### config.mk
export PLATFORM = sky130hd
export DESIGN_NAME = gam_recall_controller
export DESIGN_NICKNAME = d
export VERILOG_FILES = /design/src/rtl/gam_recall_controller.sv
export SDC_FILE = /design/constraint.sdc
export NUM_CORES = 1
export LEC_CHECK = 0
export BUFFER_PORTS_ARGS = -buffer_cell sky130_fd_sc_hd__buf_2
export CAP_MARGIN = 20
export CELL_PAD_IN_SITES_DETAIL_PLACEMENT = 0
export CELL_PAD_IN_SITES_GLOBAL_PLACEMENT = 1
export CORE_MARGIN = 3
export CORE_UTILIZATION = 48
export DETAILED_ROUTE_END_ITERATION = 10
export GPL_TIMING_DRIVEN = 0
export HOLD_SLACK_MARGIN = 0.12
export PLACE_DENSITY_LB_ADDON = 0.1
export SETUP_SLACK_MARGIN = 0.4
export SYNTH_ARGS = -nofsm -noshare
export SYNTH_HDL_FRONTEND = slang
export SYNTH_SLANG_ARGS = --single-unit
### constraint.sdc
create_clock -name clk -period 11.3 [get_ports clk]
set_input_delay 1.13 -clock clk [delete_from_list [all_inputs] [get_ports clk]]
set_output_delay 1.13 -clock clk [all_outputs]
set_load 0.01 [all_outputs]
### src/rtl/gam_recall_controller.sv
// gam_recall_controller
// Recall-side sequencer for the GAM memory layer: loads a query vector, scans
// every stored node through the shared node-memory read port, accumulates the
// squared Euclidean distance per node and reports the nearest node.
// Optional feature macro: GAM_RECALL_THRESHOLD_EN (adds recall_th / result_unknown).
module gam_recall_controller #(
    parameter int DATA_W  = 8,
    parameter int DIM     = 4,
    parameter int NODE_AW = 4,
    parameter int CLASS_W = 4,
    localparam int EAW    = $clog2(DIM),
    localparam int DIST_W = 2 * DATA_W + EAW + 1
) (
    input  logic                   clk,
    input  logic                   reset,
    input  logic                   recall_start,
    input  logic [NODE_AW:0]       node_count,
    input  logic                   in_valid,
    output logic                   in_ready,
    input  logic [DATA_W-1:0]      in_data,
    output logic                   mem_rd_en,
    output logic [NODE_AW+EAW-1:0] mem_addr,
    input  logic [DATA_W-1:0]      mem_rd_data,
    input  logic [CLASS_W-1:0]     cls_rd_data,
`ifdef GAM_RECALL_THRESHOLD_EN
    input  logic [DIST_W-1:0]      recall_th,
    output logic                   result_unknown,
`endif
    output logic                   busy,
    output logic                   result_valid,
    input  logic                   result_ack,
    output logic                   result_empty,
    output logic [NODE_AW-1:0]     result_node,
    output logic [CLASS_W-1:0]     result_class,
    output logic [DIST_W-1:0]      result_dist
);

    localparam int SQ_W = 2 * DATA_W + 2;
    localparam logic [EAW-1:0] LAST_ELEM = EAW'(DIM - 1);

    typedef enum logic [2:0] {
        IDLE,
        LOAD,
        SCAN,
        FIN,
        RESULT
    } state_t;

    state_t               state_reg, state_next;
    logic [EAW-1:0]       elem_reg, elem_next;
    logic [NODE_AW-1:0]   node_reg, node_next;
    logic [NODE_AW:0]     count_reg, count_next;
    logic [DIST_W-1:0]    acc_reg, acc_next;
    logic [DIST_W-1:0]    min_dist_reg, min_dist_next;
    logic [NODE_AW-1:0]   min_node_reg, min_node_next;
    logic [CLASS_W-1:0]   min_class_reg, min_class_next;
    logic                 res_empty_reg, res_empty_next;
    logic [NODE_AW-1:0]   res_node_reg, res_node_next;
    logic [CLASS_W-1:0]   res_class_reg, res_class_next;
    logic [DIST_W-1:0]    res_dist_reg, res_dist_next;
`ifdef GAM_RECALL_THRESHOLD_EN
    logic [DIST_W-1:0]    th_reg, th_next;
    logic                 res_unknown_reg, res_unknown_next;
`endif

    // Query buffer and its registered read port (element issued last cycle)
    logic [DATA_W-1:0]    qbuf_reg [DIM];
    logic [DATA_W-1:0]    q_pend_reg;

    logic                 load_fire;
    logic signed [DATA_W:0] diff;
    logic signed [SQ_W-1:0] diff_ext;
    logic signed [SQ_W-1:0] sq;
    logic [DIST_W-1:0]    term;
    logic [DIST_W-1:0]    dist_sum;
    logic                 last_node;

    assign load_fire = (state_reg == LOAD) && in_valid;
    assign last_node = ({1'b0, node_reg} == (count_reg - 1'b1));

    // Each query element lands in its own slot, selected by the element counter
    generate
        for (genvar gi = 0; gi < DIM; gi++) begin : g_qbuf
            always_ff @(posedge clk) begin
                if (load_fire && (elem_reg == EAW'(gi))) begin
                    qbuf_reg[gi] <= in_data;
                end
            end
        end
    endgenerate

    // Read the query element alongside the memory request so both arrive together
    always_ff @(posedge clk) begin
        q_pend_reg <= qbuf_reg[elem_reg];
    end

    // Squared difference of the returning weight against its query element
    always_comb begin
        diff     = $signed({1'b0, q_pend_reg}) - $signed({1'b0, mem_rd_data});
        diff_ext = SQ_W'(diff);
        sq       = diff_ext * diff_ext;
        term     = DIST_W'($unsigned(sq));
        dist_sum = acc_reg + term;
    end

    // State and datapath registers
    always_ff @(posedge clk) begin
        if (reset) begin
            state_reg     <= IDLE;
            elem_reg      <= '0;
            node_reg      <= '0;
            count_reg     <= '0;
            acc_reg       <= '0;
            min_dist_reg  <= '1;
            min_node_reg  <= '0;
            min_class_reg <= '0;
            res_empty_reg <= 1'b0;
            res_node_reg  <= '0;
            res_class_reg <= '0;
            res_dist_reg  <= '0;
`ifdef GAM_RECALL_THRESHOLD_EN
            th_reg          <= '0;
            res_unknown_reg <= 1'b0;
`endif
        end else begin
            state_reg     <= state_next;
            elem_reg      <= elem_next;
            node_reg      <= node_next;
            count_reg     <= count_next;
            acc_reg       <= acc_next;
            min_dist_reg  <= min_dist_next;
            min_node_reg  <= min_node_next;
            min_class_reg <= min_class_next;
            res_empty_reg <= res_empty_next;
            res_node_reg  <= res_node_next;
            res_class_reg <= res_class_next;
            res_dist_reg  <= res_dist_next;
`ifdef GAM_RECALL_THRESHOLD_EN
            th_reg          <= th_next;
            res_unknown_reg <= res_unknown_next;
`endif
        end
    end

    // Next-state and datapath update for the recall sequence
    always_comb begin
        state_next     = state_reg;
        elem_next      = elem_reg;
        node_next      = node_reg;
        count_next     = count_reg;
        acc_next       = acc_reg;
        min_dist_next  = min_dist_reg;
        min_node_next  = min_node_reg;
        min_class_next = min_class_reg;
        res_empty_next = res_empty_reg;
        res_node_next  = res_node_reg;
        res_class_next = res_class_reg;
        res_dist_next  = res_dist_reg;
`ifdef GAM_RECALL_THRESHOLD_EN
        th_next          = th_reg;
        res_unknown_next = res_unknown_reg;
`endif
        case (state_reg)
            IDLE: begin
                if (recall_start) begin
                    count_next = node_count;
                    elem_next  = '0;
                    state_next = LOAD;
`ifdef GAM_RECALL_THRESHOLD_EN
                    th_next    = recall_th;
`endif
                end
            end
            LOAD: begin
                if (in_valid) begin
                    elem_next = elem_reg + 1'b1;
                    if (elem_reg == LAST_ELEM) begin
                        elem_next = '0;
                        if (count_reg == '0) begin
                            state_next     = RESULT;
                            res_empty_next = 1'b1;
                            res_node_next  = '0;
                            res_class_next = '0;
                            res_dist_next  = '0;
`ifdef GAM_RECALL_THRESHOLD_EN
                            res_unknown_next = 1'b1;
`endif
                        end else begin
                            state_next     = SCAN;
                            node_next      = '0;
                            acc_next       = '0;
                            min_dist_next  = '1;
                            min_node_next  = '0;
                            min_class_next = '0;
                        end
                    end
                end
            end
            SCAN: begin
                // Element 0 has no returning data yet; later cycles fold in e-1
                if (elem_reg != '0) begin
                    acc_next = dist_sum;
                end
                elem_next = elem_reg + 1'b1;
                if (elem_reg == LAST_ELEM) begin
                    elem_next  = '0;
                    state_next = FIN;
                end
            end
            FIN: begin
                acc_next = '0;
                // Strict compare keeps the earliest node on a tie
                if (dist_sum < min_dist_reg) begin
                    min_dist_next  = dist_sum;
                    min_node_next  = node_reg;
                    min_class_next = cls_rd_data;
                end
                if (last_node) begin
                    state_next     = RESULT;
                    res_empty_next = 1'b0;
                    res_node_next  = min_node_next;
                    res_class_next = min_class_next;
                    res_dist_next  = min_dist_next;
`ifdef GAM_RECALL_THRESHOLD_EN
                    res_unknown_next = (min_dist_next > th_reg);
`endif
                end else begin
                    node_next  = node_reg + 1'b1;
                    elem_next  = '0;
                    state_next = SCAN;
                end
            end
            RESULT: begin
                if (result_ack) begin
                    state_next = IDLE;
                end
            end
            default: begin
                state_next = IDLE;
            end
        endcase
    end

    // Output decode from state and counters
    always_comb begin
        busy         = (state_reg != IDLE);
        in_ready     = (state_reg == LOAD);
        mem_rd_en    = (state_reg == SCAN);
        mem_addr     = (state_reg == SCAN) ? {node_reg, elem_reg} : '0;
        result_valid = (state_reg == RESULT);
        result_empty = res_empty_reg;
        result_node  = res_node_reg;
        result_class = res_class_reg;
        result_dist  = res_dist_reg;
`ifdef GAM_RECALL_THRESHOLD_EN
        result_unknown = res_unknown_reg;
`endif
    end

endmodule
==> metrics.md <==
| Metric | Value |
|---|---|
| Vias in the first global route | 7068 |
| Dominant cell type by area after synthesis | dfxtp_1 |
| Worst Setup End Kind | register |
| Share of cells above drive strength 1 | 16.0% |
| Root buf cell | clkbuf_16 |
| Post-synth top area share | 20.6% |
| Via count | 7233 |
| Routability cong. | 0.829 |
| Worst-path clk slew | 60 ps |
| # DRC | 0 |
| IO Port Bufs | 66 |
| Actual slew at the worst max-slew pin | 786 ps |
| Synth-to-Final Area Change | 15.7% |
| HP Class | register to register |
| Die Y-Extent | 145 um |
| Worst R2R Start | q_pend_reg[0]$_DFF_P_ |
| H-tree depth | 4 |
| Tcrit/Tclk final | 91.8% |
| Most used DFF post-synth | dfxtp_1 |
| Beginning of the critical path | mem_rd_data[0] |
| Slew HR | 47.4% |
| Worst setup margin | 922 ps |
| R2r endpoint | min_dist_reg[9]$_SDFFE_PP1P_ |
| CTS sink count | 128 |
| Max Slew Vio Count | 0 |
| Critical path data arrival time | 10720 ps |
| Syn avg cell area | 9.21 um2 |
| Async SR Flop Fraction | 0% |
| Req. time, crit path | 11640 ps |
| RSZ-0062 raised after global routing | false |
| Post-synth EDFFs | 32 |
| Final instance area | 10800 um2 |
| Die area | 21100 um2 |
| Initial DRC count | 277 |
| Synth area leaders | dfxtp_1 (21%), ha_1 (13%), fa_1 (12%) |
| Min Tclk post-route | 10380 ps |
| Largest net degree at the start of global routing | 17 |
| Count leader, synth | inv_1 |
| Max FO, Critical Path | 10 |
| DP HPWL | 16.3 mm |
| Row count | 50 |
| Number of diodes | 0 |
| First-pass GRT wire length | 35.3 mm |
| Status | complete, no violations |
| Max FFs per register | 32 |
| Synth unique cells | 62 |
| WS Path Type | input port to register |
| Yosys reg bits | 128 |
| Overflow after GRT | 0 |
| Slowest CP cell | fa_1 |
| Total iterations of the first detailed-routing run | 4 |
| Gr usage total | 20.2% |
| Critical Path Max Stage Delay | 590 ps |
| Placed cell area | 9980 um2 |
| Most used cell, CP | inv_1 |
| Net count after synthesis | 1193 |
| Max Fclk | 96.4 MHz |
| Most frequent cells after synthesis | inv_1 (122), nor2_1 (106), nand2_1 (100) |
| MaxCap Viol Count | 0 |
| Clk Latency, worst-skew pair | 420 ps |
| Total CTS buffers | 17 |
| Setup violators final | 0 |
| Die W | 145 um |
| Mapped cell area | 9310 um2 |
| Core Region | 18900 um2 |
| Reg-to-reg slack, setup | 1350 ps |
| Total Routed Length | 21.2 mm |
| Synth warn | 0 |
| Max Clock Skew | 10.9 ps |
| DRT antenna net count | 0 |
| Hold Vio Cnt, Final | 0 |
| Critical Path End | min_dist_reg[9]$_SDFFE_PP1P_ |
| I/O Pins | 68 |
| Routed vias/inst | 5.27 |
| Clk buf depth | 2 |
| Antenna violations before repair | 1 |
| CP Launch Type | input port |
| CTS tree | yes |
| Final net count | 1282 |
| Place WS | -797 ps |
| DR WL/cell | 15.4 um |
| Worst reg2reg path depth | 43 |
| Initial core utilization | 49.3% |
| Sequential fraction of the synthesis area | 31.0% |
| Synthesized instance count | 1011 |
[worst min-delay path by stage]
| stage | from | depth (start not counted) | to |
|---|---|---|---|
| 2_1_floorplan | acc_reg[0]$_SDFFE_PP0P_ | 2 | acc_reg[0]$_SDFFE_PP0P_ |
| 3_3_place_gp | result_dist[9]$_SDFFE_PP0P_ | 2 | result_dist[9]$_SDFFE_PP0P_ |
| 3_5_place_dp | result_dist[9]$_SDFFE_PP0P_ | 2 | result_dist[9]$_SDFFE_PP0P_ |
| 4_1_cts | result_dist[14]$_SDFFE_PP0P_ | 2 | result_dist[14]$_SDFFE_PP0P_ |
| 5_1_grt | result_dist[11]$_SDFFE_PP0P_ | 2 | result_dist[11]$_SDFFE_PP0P_ |
| 6_report | result_dist[14]$_SDFFE_PP0P_ | 2 | result_dist[14]$_SDFFE_PP0P_ |
[critical path: cells and delay by family]
| kind | cells | cell delay [ps] |
|---|---|---|
| XOR/XNOR | 2 | 380 |
| adder cells (fa/ha/maj) | 10 | 3910 |
| multiplexers | 1 | 380 |
| AO/OA/AOI/OAI | 14 | 3010 |
| AND/OR/NAND/NOR | 6 | 910 |
| buffers and inverters | 10 | 980 |
[cell usage in the layout, fill, tap and decap left out, types with 7 or more instances in the layout]
| cell | count |
|---|---|
| a22oi_1 | 16 |
| nor3_1 | 8 |
| a21oi_1 | 66 |
| a21o_1 | 18 |
| inv_1 | 121 |
| edfxtp_1 | 32 |
| and3_1 | 10 |
| o21ai_2 | 20 |
| o21ai_0 | 30 |
| buf_2 | 69 |
| mux4_2 | 8 |
| nand2_1 | 100 |
| clkbuf_1 | 17 |
| clkbuf_16 | 18 |
| ha_1 | 94 |
| nor2_1 | 103 |
| dfxtp_1 | 96 |
| o211ai_1 | 17 |
| and2_1 | 7 |
| xnor2_1 | 27 |
| mux2i_1 | 13 |
| nand3_1 | 20 |
| fa_1 | 57 |
| xor2_1 | 18 |
[metrics by stage]
step,hold WS (ps),utilization [%],setup TNS [ps],cells
after floorplan,436,-,0,1011
after global placement,432,52.7,-30560,1337
after detailed placement,435,52.8,-30840,1338
after CTS,450,56.3,0,1370
after global routing,460,57.0,0,1373
final,444,57.0,0,1373
[layout make-up]
type / instances / area, um2
fillers: 1785 / 8120
plain buffers: 32 / 201
well taps: 260 / 325
inverters: 124 / 465
clock inverters: 13 / 173
repair buffers: 70 / 360
multi-input cells: 727 / 5910
flip-flops and latches: 128 / 2880
clock buffers: 19 / 454
[routing by layer]
layer	track usage, %	wire length, um
met5	0	7
met4	4.37	150
met3	3.22	709
met1	28.9	10500
met2	32.6	9820
[repair_timing]
action                                  CTS  global route
endpoints found under the setup margin   54            54
pin swaps                                 0             6
setup buffers                             0             3
gates resized for setup                   9            37
hold buffers                              0             0
[logic make-up after synthesis]
family	count (synthesis)	synth area share, %
AOI/OAI and AO/OA	214	15.1
xor gates and xnor gates	49	4.76
adders and majority gates	152	25.0
buffers and inverters	156	6.85
DFF	128	31.0
muxes	24	3.70
and+or+nand+nor	288	13.6
Power is left out: the tool's default activity adds up to more than one toggle a clock period on the data nets, which glitch-free logic cannot reach.
